### config.mk
export PLATFORM = sky130hd
export DESIGN_NAME = ifu_fetch_queue
export DESIGN_NICKNAME = d
export VERILOG_FILES = /design/src/rtl/ifu_fetch_queue.sv
export SDC_FILE = /design/constraint.sdc
export NUM_CORES = 1
export LEC_CHECK = 0
export ABC_AREA = 1
export CAP_MARGIN = 10
export CORE_MARGIN = 4
export CORE_UTILIZATION = 42
export CTS_CLUSTER_SIZE = 14
export DETAILED_ROUTE_END_ITERATION = 6
export GPL_TIMING_DRIVEN = 0
export MAX_ROUTING_LAYER = met4
export PLACE_DENSITY = 0.67
export SLEW_MARGIN = 10
export SYNTH_ARGS = -nofsm -noshare
export SYNTH_HDL_FRONTEND = slang
export SYNTH_SLANG_ARGS = --single-unit
### constraint.sdc
create_clock -name clk -period 6.2 [get_ports clk]
set_input_delay 0.62 -clock clk [delete_from_list [all_inputs] [get_ports clk]]
set_output_delay 0.62 -clock clk [all_outputs]
set_load 0.01 [all_outputs]
### src/rtl/ifu_fetch_queue.sv
// Instruction-fetch front end: owns the fetch PC, issues single-cycle-latency word reads,
// and queues {pc, instr} pairs for decode behind a valid/ready handshake.
module ifu_fetch_queue #(
    parameter logic [31:0] RESET_PC = 32'h0000_3000,
    parameter int          DEPTH    = 4
) (
    input  logic                     clk,
    input  logic                     reset,
    input  logic                     redirect_valid,
    input  logic [31:0]              redirect_pc,
    output logic                     imem_req,
    output logic [31:0]              imem_addr,
    input  logic [31:0]              imem_rdata,
    output logic                     out_valid,
    input  logic                     out_ready,
    output logic [31:0]              out_pc,
    output logic [31:0]              out_instr,
    output logic [$clog2(DEPTH):0]   count
);

    localparam int PW = $clog2(DEPTH);
    localparam int CW = PW + 1;
    localparam logic [CW:0] DEPTH_C = (CW+1)'(DEPTH);

    logic [31:0]   r_fetch_pc;
    logic [31:0]   r_req_pc;
    logic          r_inflight;
    logic [CW-1:0] r_count;
    logic [PW-1:0] r_rd_ptr;
    logic [PW-1:0] r_wr_ptr;
    logic [31:0]   r_pc_q    [DEPTH];
    logic [31:0]   r_instr_q [DEPTH];

    logic [CW:0]   w_used;
    logic          w_req;
    logic          w_push;
    logic          w_pop;

    // Credits use registered state only, so a same-cycle pop never lets an extra request out.
    assign w_used = {1'b0, r_count} + {{CW{1'b0}}, r_inflight};
    assign w_req  = !reset && !redirect_valid && (w_used < DEPTH_C);
    assign w_push = r_inflight && !redirect_valid;
    assign w_pop  = out_valid && out_ready;

    assign imem_req  = w_req;
    assign imem_addr = reset ? RESET_PC : r_fetch_pc;
    assign out_valid = (r_count != '0);
    assign out_pc    = out_valid ? r_pc_q[r_rd_ptr]    : 32'h0;
    assign out_instr = out_valid ? r_instr_q[r_rd_ptr] : 32'h0;
    assign count     = r_count;

    always_ff @(posedge clk) begin
        if (reset) begin
            r_fetch_pc <= RESET_PC;
            r_inflight <= 1'b0;
            r_count    <= '0;
            r_rd_ptr   <= '0;
            r_wr_ptr   <= '0;
        end else if (redirect_valid) begin
            // The response landing this cycle belongs to the old stream and is dropped.
            r_fetch_pc <= {redirect_pc[31:2], 2'b00};
            r_inflight <= 1'b0;
            r_count    <= '0;
            r_rd_ptr   <= '0;
            r_wr_ptr   <= '0;
        end else begin
            r_inflight <= w_req;
            if (w_req)
                r_fetch_pc <= r_fetch_pc + 32'd4;
            if (w_push)
                r_wr_ptr <= r_wr_ptr + 1'b1;
            if (w_pop)
                r_rd_ptr <= r_rd_ptr + 1'b1;
            case ({w_push, w_pop})
                2'b10:   r_count <= r_count + 1'b1;
                2'b01:   r_count <= r_count - 1'b1;
                default: r_count <= r_count;
            endcase
        end
    end

    always_ff @(posedge clk) begin
        if (w_req)
            r_req_pc <= r_fetch_pc;
        if (w_push && !reset) begin
            r_pc_q[r_wr_ptr]    <= r_req_pc;
            r_instr_q[r_wr_ptr] <= imem_rdata;
        end
    end

endmodule

==> impl_results.md <==
- Crit Path Class: reg2out
- CTS-repair resized insts: 0
- WHS Endpoint: count[1]$_SDFFE_PN0P_
- DRT Pass-1 Iters: 5
- Clock-pin slew on the worst setup and hold paths: 60 ps
- Share of layout cells above drive strength 1: 0.109
- Unrepaired setup endpoints after global routing: false
- CP required: between 5000 and 6000 ps
- R2r setup slk: 3940 ps
- Inst Count DP: 1802
- Startpoint Class: flop
- Hold path startpoint: redirect_valid
- Core footprint: 0.0316 mm2
- Initial Utilization: 0.426
- Root Buffer: clkbuf_16
- Post-synthesis area per instance: around 11 um2
- Worst Path Arrival: 2850 ps
- Reg2reg path depth: 9
- Clock buffer depth: 3
- Final Slew Violations: 0
- GRT met1 Usage: 0.240
- Slew margin rel.: 0.585
- CTS Buf Count: 34
- Total Nets Final: 1511
- Residual DRC: 0
- Drt initial violations: 667
- Setup violators final: 0
- CTS H-Tree Depth: 2
- Worst-path maximum fanout: 10
- CTS tree: done
- WL/cell: between 15 and 20 um
- Final cycle utilization of the critical path: 0.559
- RR Startpoint: count[1]$_SDFFE_PN0P_
- Worst Hold Depth: 4
- Vias in the first global route: 9341
- Total wire length: 32400 um
- Most frequent cells in the layout: 312 x nor2_1, 278 x edfxtp_1, 161 x clkdlybuf4s50_1
- Busiest grt layer: met2
- Grt total ovfl: 0
- Tmin final: 3470 ps
- Most common cell after layout, fill and taps aside: nor2_1
- Placed instance area: 0.0158 mm2
- Run status: completed
- DIE AREA: about 0.035 mm2
- Hold buffers post-CTS: 0
- Post-synth EDFFs: 278
- Worst hold path class: in2reg
- Chip Width: 187 um
- Final Util: 0.534
- Antenna fix cells: 0
- Clock insertion delay at the later pin of the skew report: 510 ps
- Std-Cell Rows: 65
- Input/output buffers: 161
- Max cap viols: 0
- Non-Filler Instances: 1862
- Via density: between 5 and 6
- Final GP Congestion: 0.869
- First-pass GRT wire length: between 50000 and 60000 um
- Finished Cell Area: ~0.017 mm2
- Peak VDD IR: 179 uV
- Final hold violations: 0
- DR vias: 9317
- Chip height: 187 um
- Post-route ant nets: 0
- Pin count of the biggest net entering global routing: 41
- Cell area after synthesis: 0.0135 mm2
- Met3 Track Usage GR: 0.0299
- Post-synth cell types: 41
- Setup_tns: 0 ps
- I/O pin cnt: 169
- CTS sink count: 318
- Ys flop type: edfxtp_1
- R2r endpoint: count[2]$_SDFFE_PN0P_
- Sequential element share of the synthesized area: 0.679
- FF+latch count, synth: 318
- Synth warn: 0
- Async set or reset register ratio after synthesis: 0
- Least-Margin Pin Slew: 621 ps
- Setup Buffers After CTS: 0
- Met2 global-route usage: 0.307
- GRT Util Overall: 0.186
- Crit end category: primary output
- Syn Inst Count: 1228
- Pwr dens: around 270 mW/mm2
- Static leakage: ~5.9 nW
- Post-DP HPWL: ~21000 um
- Area growth from synthesis to layout: 25.4%
- Clock skew: 9.17 ps
- Initial antenna violation count: 0
- Max Clk Rate: 288 MHz
## registers in the layout, summed over array words and instances (netlist names), named ones only
signal      count
r_rd_ptr        2
r_pc_q        120
r_req_pc       30
r_inflight      1
r_fetch_pc     30
r_instr_q     128
count           3
r_wr_ptr        2
## kinds of logic after synthesis
family | synth area share
xor+xnor | 0.00520
fa+ha+maj | 0.00706
compound gates | 0.104
buf+inv | 0.0473
flops | 0.679
simple gates | 0.157
other cells | 0.000278
## layer usage
layer  part of all wire  up-vias
met5                  0        -
met4              0.022        0
met3              0.057       57
met2               0.48      306
met1               0.44     4357
li1                   -     4597
## through the flow
stage / hold WS [ps] / setup slack, ps / power, mW
CTS: 434 / 2670 / 4.65
global placement: 451 / -482 / 2.67
global route: 455 / 2610 / 4.77
floorplan: 430 / 2130 / 2.54
detailed placement: 469 / 2920 / 2.68
finish: 449 / 2730 / 4.61
## worst max path at each step
| stage | startpoint | to | slack (ps) | depth (start not counted) |
|---|---|---|---|---|
| finish | flop | out_pc[18] | 2730 | 8 |
| global route | flop | out_pc[19] | 2610 | 8 |
| CTS | flop | out_pc[19] | 2670 | 7 |
| detailed placement | reset | imem_req | 2920 | 6 |
| global placement | reset | r_instr_q[3][3]$_DFFE_PP_ | -480 | 4 |
| floorplan | redirect_valid | r_instr_q[0][0]$_DFFE_PP_ | 2130 | 4 |
## synth_stat cells, types with 5 or more instances
cell	number	area share
a21oi_1	80	0.030
a21oi_2	12	0.0078
buf_1	8	0.0022
buf_2	12	0.0045
buf_4	10	0.0056
buf_6	5	0.0042
clkbuf_1	23	0.0064
clkbuf_2	6	0.0022
dfxtp_1	40	0.059
edfxtp_1	278	0.62
ha_1	6	0.0056
inv_1	72	0.020
inv_2	6	0.0017
nand2_1	106	0.030
nand2_2	9	0.0042
nand3_1	29	0.011
nand3_2	5	0.0037
nor2_1	316	0.088
nor2_4	7	0.0058
o21ai_0	142	0.053
o21ai_1	11	0.0041
o21ai_2	9	0.0058
xor2_1	7	0.0045
## power breakdown
group | internal, mW | switching [mW] | total (mW)
clock network | 1.19 | 0.789 | 1.98
logic | 0.108 | 0.130 | 0.238
registers | 2.36 | 0.0330 | 2.39
## layout make-up
cell class / count / area [um2]
flip-flops and latches: 318 / 9150
repair buffers: 169 / 1770
multi-input cells: 770 / 3730
plain buffers: 64 / 338
inverters: 79 / 299
fillers: 2693 / 14700
well taps: 402 / 503
clock inverters: 14 / 125
clock buffers: 46 / 980
## critical path, stage by stage (launching register included)
cell and delay (ps):
dfxtp_1 310, buf_2 280, buf_2 340, buf_4 240, nor2_1 60, nor2_1 100
o21ai_0 100, a21oi_1 290, clkdlybuf4s50_1 600
No activity file was read; power rests on OpenSTA's default activity.
